## config.mk

```make
export PLATFORM = sky130hd
export DESIGN_NAME = fpu_class_pipe
export DESIGN_NICKNAME = d
export VERILOG_FILES = /design/src/rtl/fpu_class_pkg.sv /design/src/rtl/fpu_class_decode.sv /design/src/rtl/fpu_class_pipe.sv
export SDC_FILE = /design/constraint.sdc
export NUM_CORES = 1
export LEC_CHECK = 0
export ABC_CLOCK_PERIOD_IN_PS = 2100
export BUFFER_PORTS_ARGS = -buffer_cell sky130_fd_sc_hd__buf_4
export CORE_UTILIZATION = 44
export CTS_CLUSTER_DIAMETER = 100
export DETAILED_ROUTE_END_ITERATION = 12
export GPL_TIMING_DRIVEN = 0
export PLACE_DENSITY = 0.79
export SLEW_MARGIN = 15
export SYNTH_ARGS = -nofsm -noshare
export SYNTH_HDL_FRONTEND = slang
export SYNTH_SLANG_ARGS = --single-unit
```

## constraint.sdc

```tcl
create_clock -name clk -period 2.1 [get_ports clk]
set_clock_uncertainty 0.05 [all_clocks]
set_input_delay 0.21 -clock clk [delete_from_list [all_inputs] [get_ports clk]]
set_output_delay 0.21 -clock clk [all_outputs]
set_load 0.02 [all_outputs]
```

## src/rtl/fpu_class_pkg.sv

```systemverilog
// Shared types for the pipelined FCLASS unit: class indices, decode flags and the flag-to-class encoder.
// Pure declarations and functions; no state, no latency.
package fpu_class_pkg;

    localparam int CLS_NEG_INF  = 0;
    localparam int CLS_NEG_NORM = 1;
    localparam int CLS_NEG_SUB  = 2;
    localparam int CLS_NEG_ZERO = 3;
    localparam int CLS_POS_ZERO = 4;
    localparam int CLS_POS_SUB  = 5;
    localparam int CLS_POS_NORM = 6;
    localparam int CLS_POS_INF  = 7;
    localparam int CLS_SNAN     = 8;
    localparam int CLS_QNAN     = 9;
    localparam int CLS_NUM      = 10;

    typedef enum logic [3:0] {
        FC_NEG_INF  = 4'(CLS_NEG_INF),
        FC_NEG_NORM = 4'(CLS_NEG_NORM),
        FC_NEG_SUB  = 4'(CLS_NEG_SUB),
        FC_NEG_ZERO = 4'(CLS_NEG_ZERO),
        FC_POS_ZERO = 4'(CLS_POS_ZERO),
        FC_POS_SUB  = 4'(CLS_POS_SUB),
        FC_POS_NORM = 4'(CLS_POS_NORM),
        FC_POS_INF  = 4'(CLS_POS_INF),
        FC_SNAN     = 4'(CLS_SNAN),
        FC_QNAN     = 4'(CLS_QNAN)
    } fpu_class_e;

    typedef struct packed {
        logic sign;
        logic exp_zero;
        logic exp_ones;
        logic frac_zero;
        logic qbit;
        logic box_ok;
    } fpu_class_flags_t;

    // A broken NaN box overrides every other field: the operand reads as canonical qNaN.
    function automatic fpu_class_e fpu_class_encode(input fpu_class_flags_t f);
        fpu_class_e c;
        if (!f.box_ok) begin
            c = FC_QNAN;
        end else if (f.exp_ones) begin
            if (f.frac_zero) c = f.sign ? FC_NEG_INF : FC_POS_INF;
            else             c = f.qbit ? FC_QNAN : FC_SNAN;
        end else if (f.exp_zero) begin
            if (f.frac_zero) c = f.sign ? FC_NEG_ZERO : FC_POS_ZERO;
            else             c = f.sign ? FC_NEG_SUB : FC_POS_SUB;
        end else begin
            c = f.sign ? FC_NEG_NORM : FC_POS_NORM;
        end
        return c;
    endfunction

    function automatic logic [CLS_NUM-1:0] fpu_class_onehot(input fpu_class_e c);
        logic [CLS_NUM-1:0] m;
        m = {{(CLS_NUM-1){1'b0}}, 1'b1} << c;
        return m;
    endfunction

endpackage

```

## src/rtl/fpu_class_decode.sv

```systemverilog
// Splits an operand register into sign/exponent/fraction and produces the FCLASS decode flags.
// Purely combinational; no handshake.
module fpu_class_decode
    import fpu_class_pkg::*;
#(
    parameter int EXP_W = 8,
    parameter int MAN_W = 23,
    parameter int FLEN  = 32
) (
    input  logic [FLEN-1:0]  data,
    output fpu_class_flags_t flags
);

    localparam int W = 1 + EXP_W + MAN_W;

    logic [EXP_W-1:0] exp_f;
    logic [MAN_W-1:0] frac_f;
    logic             box_ok;

    assign exp_f  = data[W-2:MAN_W];
    assign frac_f = data[MAN_W-1:0];

    // Narrow formats held in a wider register must be NaN-boxed with all-ones upper bits.
    generate
        if (FLEN > W) begin : g_box
            assign box_ok = &data[FLEN-1:W];
        end else begin : g_no_box
            assign box_ok = 1'b1;
        end
    endgenerate

    always_comb begin
        flags           = '0;
        flags.sign      = data[W-1];
        flags.exp_zero  = (exp_f == '0);
        flags.exp_ones  = &exp_f;
        flags.frac_zero = (frac_f == '0);
        flags.qbit      = frac_f[MAN_W-1];
        flags.box_ok    = box_ok;
    end

endmodule

```

## src/rtl/fpu_class_pipe.sv

```systemverilog
// Pipelined RISC-V FCLASS: STAGES-deep valid/ready pipe, latency STAGES, one result per cycle.
// Stalls collapse bubbles; in_ready is a combinational chain from out_ready only.
module fpu_class_pipe
    import fpu_class_pkg::*;
#(
    parameter int EXP_W  = 8,
    parameter int MAN_W  = 23,
    parameter int FLEN   = 32,
    parameter int XLEN   = 32,
    parameter int STAGES = 2,
    parameter int TAG_W  = 5
) (
    input  logic             clk,
    input  logic             rst,
    input  logic             in_valid,
    output logic             in_ready,
    input  logic [FLEN-1:0]  in_data,
    input  logic [TAG_W-1:0] in_tag,
    output logic             out_valid,
    input  logic             out_ready,
    output logic [XLEN-1:0]  out_rd,
    output logic [3:0]       out_idx,
    output logic [TAG_W-1:0] out_tag
);

    localparam int W  = 1 + EXP_W + MAN_W;
    localparam int FS = (STAGES > 1) ? STAGES - 1 : 1;

    generate
        if (STAGES < 1 || STAGES > 4) begin : g_bad_stages
            $error("fpu_class_pipe: STAGES must be 1..4");
        end
        if (FLEN < W) begin : g_bad_flen
            $error("fpu_class_pipe: FLEN smaller than format width");
        end
        if (XLEN < CLS_NUM) begin : g_bad_xlen
            $error("fpu_class_pipe: XLEN must be at least 10");
        end
    endgenerate

    fpu_class_flags_t   dec_flags;
    fpu_class_flags_t   enc_src;
    fpu_class_e         enc_cls;
    fpu_class_flags_t   flg_s [FS];
    logic [TAG_W-1:0]   tag_s [STAGES];
    logic [STAGES-1:0]  vld_vec;
    logic [STAGES-1:0]  ld;
    logic [CLS_NUM-1:0] rd_r;
    logic [3:0]         idx_r;

    fpu_class_decode #(
        .EXP_W (EXP_W),
        .MAN_W (MAN_W),
        .FLEN  (FLEN)
    ) u_decode (
        .data  (in_data),
        .flags (dec_flags)
    );

    generate
        if (STAGES == 1) begin : g_enc_direct
            assign enc_src = dec_flags;
        end else begin : g_enc_piped
            assign enc_src = flg_s[STAGES-2];
        end
    endgenerate

    assign enc_cls = fpu_class_encode(enc_src);

    for (genvar k = 0; k < STAGES; k++) begin : g_stage
        logic             vld_r;
        logic [TAG_W-1:0] tag_r;
        logic             up_vld;
        logic [TAG_W-1:0] up_tag;

        if (k == 0) begin : g_head
            assign up_vld = in_valid;
            assign up_tag = in_tag;
        end else begin : g_link
            assign up_vld = vld_vec[k-1];
            assign up_tag = tag_s[k-1];
        end

        // Unrolled ready chain: a stage can load if any stage from here to the output
        // has a hole, or the downstream consumer is taking the head this cycle.
        assign ld[k] = out_ready || !(&vld_vec[STAGES-1:k]);

        always_ff @(posedge clk) begin
            if (rst) begin
                vld_r <= 1'b0;
            end else if (ld[k]) begin
                vld_r <= up_vld;
            end
        end

        always_ff @(posedge clk) begin
            if (ld[k]) begin
                tag_r <= up_tag;
            end
        end

        assign vld_vec[k] = vld_r;
        assign tag_s[k]   = tag_r;

        if (k < STAGES - 1) begin : g_flags
            fpu_class_flags_t flg_r;
            fpu_class_flags_t up_flg;

            if (k == 0) begin : g_from_dec
                assign up_flg = dec_flags;
            end else begin : g_from_prev
                assign up_flg = flg_s[k-1];
            end

            always_ff @(posedge clk) begin
                if (ld[k]) begin
                    flg_r <= up_flg;
                end
            end

            assign flg_s[k] = flg_r;
        end else begin : g_encode
            always_ff @(posedge clk) begin
                if (ld[k]) begin
                    rd_r  <= fpu_class_onehot(enc_cls);
                    idx_r <= enc_cls;
                end
            end
        end
    end

    // Nothing is taken while reset is held, so upstream must not see a ready then.
    assign in_ready  = ld[0] && !rst;
    assign out_valid = vld_vec[STAGES-1];
    assign out_rd    = out_valid ? XLEN'(rd_r) : '0;
    assign out_idx   = out_valid ? idx_r : 4'd0;
    assign out_tag   = out_valid ? tag_s[STAGES-1] : '0;

endmodule

```

# After elaboration in Yosys (flattened, before gate mapping)
# Index checks and enable logic that the tools add are counted.
[op_classes]
add_sub_neg = 0
n_eq_ne = 0
n_mux = 12
reduce_logical = 10
n_lt_le_gt_ge = 0
div = 0
bitwise = 0
n_shift = 1
mul = 0
[op_table]
columns = ["cell", "count"]
rows = [
  ["zero test 23 bit", 1],
  ["2-to-1 mux 4 bit", 4],
  ["2-to-1 mux 3 bit", 5],
  ["2-to-1 mux 10 bit", 1],
  ["<< shifter 1 x 4 -> 10 bit (first input constant)", 1],
  ["zero test 8 bit", 1],
  ["AND reduction 8 bit", 1],
  ["2-to-1 mux 5 bit", 1],
  ["zero test 1 bit", 3],
  ["logical OR 1 bit", 2],
  ["AND reduction 2 bit", 1],
  ["logical AND 1 bit", 1],
  ["2-to-1 mux 1 bit", 1],
]
[word_totals]
latch_bits = 0
memories = 0
mem_bits_ro = 0
reg_bits = 31
ram_bits = 0

# Longest topological paths before layout
[logic_depth]
depth_word = 5
mapped_depth = 6
depth_no_buf = 5

# Cells and area by module
# Synthesis repeated with hierarchy kept, for this count alone.
[hier_totals]
cells_unflattened = 145
area_unflattened_um2 = 1654.1
[by_module_without_submodules]
columns = ["module", "seq_area_each_um2", "cells_each", "instances", "area_each_um2"]
rows = [
  ["fpu_class_pipe", 940.9, 126, 1, 1542.7],
  ["fpu_class_decode", 0.0, 19, 1, 111.4],
]

# Worst setup path after synthesis
# OpenSTA, ideal clock, no wires.
[synth_timing]
path_type = "register to register"
from = "register g_stage[0].g_flags.flg_r (netlist bit enc_src[2])"
to = "register rd_r[7], data pin"
slack_ps = 587
setup_ps = 274
required_ps = 1776
synth_period_minus_slack_ps = 1513
arrival_time_ps = 1190
n_path_buf = 0
stages_incl_launch_ff = 5
cell_sequence = "edfxtp_1 > ha_1 > nand2b_1 > o211ai_1 > a21boi_0"
[synth_via]
elab_chain_len = 4
[synth_lines]
columns = ["element", "line_no", "source"]
rows = [
  ["start, declared", "fpu_class_pipe.sv:106", "fpu_class_flags_t flg_r;"],
  ["start signal, assigned", "fpu_class_pipe.sv:117", "flg_r <= up_flg;"],
  ["2-to-1 mux 3 bit", "fpu_class_pkg.sv:48", "if (f.frac_zero) c = f.sign ? FC_NEG_ZERO : FC_POS_ZERO;"],
  ["2-to-1 mux 4 bit", "fpu_class_pkg.sv:47", "end else if (f.exp_zero) begin"],
  ["2-to-1 mux 4 bit *", "fpu_class_pkg.sv:44", "end else if (f.exp_ones) begin"],
  ["<< shifter 1 x 4 -> 10 bit *", "fpu_class_pkg.sv:58", "m = {{(CLS_NUM-1){1'b0}}, 1'b1} << c;"],
  ["end signal, assigned", "fpu_class_pipe.sv:125", "rd_r <= fpu_class_onehot(enc_cls);"],
  ["end, declared", "fpu_class_pipe.sv:48", "logic [CLS_NUM-1:0] rd_r;"],
]
# Every way passes the cells marked *; elsewhere a longest branch is shown, timed or not.
# A chain may end at the register's enable or synchronous reset.

# Final worst setup path
# Ends and elaborated chain as after synthesis.

==> results.yml <==
yosys:
  synth_cell_type_count: 26
  yosysSeqAreaShare: 0.596
  synth-compound-area-share: 0.0328
  synthSimpleGateAreaFrac: 0.215
  yosys.area_share.adder: 0.00819
  synth_xor_area_frac: 0.00573
  synth_area_leaders: "edfxtp_1 (57%), buf_4 (11%), and2_1 (7.8%)"
  yosysWarningCount: 0
  postSynthCellCount: 132
  synth_mux_area_frac: 0
  syn_area_um2: 1530
  synth_top_area_cell: "edfxtp_1"
  ys_ff_latch: 31
  synth_top_family_by_area: "simple AND/OR/NAND/NOR gates"
  synth.avg_cell_area_um2: 11.6
  synth_top_area_share: 0.570
sta:
  finalSetupViolations: 0
  grt_setup_unrepaired: "false"
  fmax_ghz: 0.605
  maxSlewViolCount: 0
  max_slew.worst_pin.slew_ns: 0.669
  fin_crit_ns: 1.65
  maxSlewHeadroom: 0.554
  tns_ns: 0
  hold_viol: 0
  period_share: 0.788
cts:
  cts_sinks: 31
  ctsHtreeMaxLevel: 2
  clk_pin_slew_worst_paths_ns: 0.10
  cts_tree: "built"
  cts_buffers: 5
  root_buffer: "clkbuf_4"
  cts_buffer_depth: 2
  cts_setup_buffers: 0
  clkLatencyLatePin_ns: 0.32
  cts_hold_buf: 7
  cts-resized-gates: 0
setup_path:
  cp_cell_sequence: "ha_1 > nand2b_1 > o211ai_1 > a21boi_0"
  start_kind: "flip-flop"
  cp_slowest_cell: "edfxtp_1"
  cp_num_buf_inv: 0
  cp-end-kind: "flip-flop"
  crit_arrival_ns: 1.66
  cpPeakStageDelay_ns: 0.50
  required_ns: 2.10
  crit_fanout: 8
  cp_top_family: "flip-flops"
  setup.worst_path.class: "flip-flop to flip-flop"
floorplanning:
  ios: 84
  die-area_um2: 3710
  core_um2: 3340
  die_w_um: 60.9
  die_h_um: 60.9
  start_util: 0.458
  placementRows: 21
cells_and_area:
  final_common_cell: "buf_4"
  postLayoutCellArea_um2: 2280
  area_growth_pct: 49.1
  diodes: 0
  final_cell_mix: "buf_4 (83), edfxtp_1 (29), conb_1 (22)"
  fin_cells: 276
  fin_nets: 271
  drive_gt1_frac: 0.400
route:
  num_vias: 1184
  drt_iter0_drc: 31
  postRouteAntennaNets: 0
  first_pass_iters: 4
  drc_errors: 0
  wirelength_mm: 2.81
  avgViaCountPerCell: 4.29
  wl_per_cell_um: 10.2
power_and_ir_drop:
  power_density_nw_per_um2: 605
  ir_drop_mv: 0.379
  p_leak_uw: 0.00109
hold_path:
  hold_path_class: "primary input to flip-flop"
placed_design:
  place_area_um2: 2120
  dpl.hpwl_mm: 2.04
  gp_congestion: 0.786
  dpl.cell_count: 260
  portBuffers: 61
grt:
  overflow: 0
  grt_pass1_vias: 1016
  grt_pass1_wl_mm: 3.99
  antenna_found_initial: 0
  grt_max_degree: 20
  grt.total_usage: 0.154
job:
  drv_cap: 0
status:
  outcome: "completed"
-- worst register-to-register path: stages, from the launching register on --
cell      delay [ns]
edfxtp_1        0.50
ha_1            0.34
nand2b_1        0.17
o211ai_1        0.18
a21boi_0        0.14
-- layer usage --
| metal | vias up | wire length [µm] | global-route usage | part of all wire |
|---|---|---|---|---|
| met1 | 499 | 1080 | 0.152 | 0.38 |
| met4 | 0 | 32 | 0.0682 | 0.011 |
| met3 | 4 | 248 | 0.0554 | 0.088 |
| met5 | - | 0 | 0 | 0 |
| met2 | 70 | 1450 | 0.287 | 0.51 |
| li1 | 611 | - | - | - |
-- cells by family after synthesis --
| group | count (synthesis) |
|---|---|
| xor+xnor | 1 |
| compound gates | 8 |
| buf+inv | 31 |
| fa+ha+maj | 1 |
| other cells | 1 |
| simple gates | 59 |
| flops | 31 |
-- sequential cells by signal, indices dropped and copies added, names as in the netlist --
name / cells
enc_src: 5
g_stage.tag_r: 10
g_stage.vld_r: 1
idx_r: 4
out_valid: 1
rd_r: 10
-- through the flow --
| stage | worst slack [ns] | util | power (µW) | hold WS, ns |
|---|---|---|---|---|
| floorplan | 0.587 | - | 851 | 0.232 |
| global placement | 0.474 | 0.636 | 934 | 0.338 |
| detailed placement | 0.469 | 0.636 | 938 | 0.339 |
| CTS | 0.449 | 0.680 | 1390 | 0.00488 |
| global route | 0.332 | 0.683 | 1430 | 0.0313 |
| finish | 0.446 | 0.683 | 1380 | 0.0452 |
-- where the power goes --
part	leakage (µW)	internal [µW]	switching, µW
registers	0.000340	710	9.22
clock network	0.0000426	245	196
logic	0.000707	117	102
-- synth_stat cells, drive strengths merged --
| cell | count |
|---|---|
| nor4 | 6 |
| nor3 | 3 |
| a21oi | 4 |
| or4 | 2 |
| o31ai | 1 |
| a21boi | 1 |
| edfxtp | 29 |
| clkbuf | 2 |
| inv | 5 |
| nand2 | 5 |
| ha | 1 |
| buf | 24 |
| dfxtp | 2 |
| nand2b | 1 |
| nor3b | 1 |
| nand4 | 3 |
| and3 | 3 |
| xor2 | 1 |
| nor2 | 12 |
| conb | 1 |
| nor2b | 2 |
| and2 | 19 |
| o211ai | 2 |
| nand3 | 1 |
| and3b | 1 |
-- cell type report --
class,instances,area (µm²)
Inverter,5,18.8
Sequential cell,31,911
Buffer,26,195
Clock inverter,3,38.8
Clock buffer,5,37.5
Fill cell,266,1060
Timing Repair Buffer,69,538
Tap cell,46,57.6
Multi-Input combinational cell,91,482
-- worst paths after layout --
kind,start,endpoint,slack [ns],depth (start not counted)
max reg2reg,enc_src[2],rd_r[7],0.45,4
min,in_valid,g_stage[0].vld_r,0.05,3
min reg2reg,g_stage[0].tag_r[2],g_stage[1].tag_r[2],0.38,0
max,enc_src[2],rd_r[7],0.45,4
No activity file was read; power rests on OpenSTA's default activity.
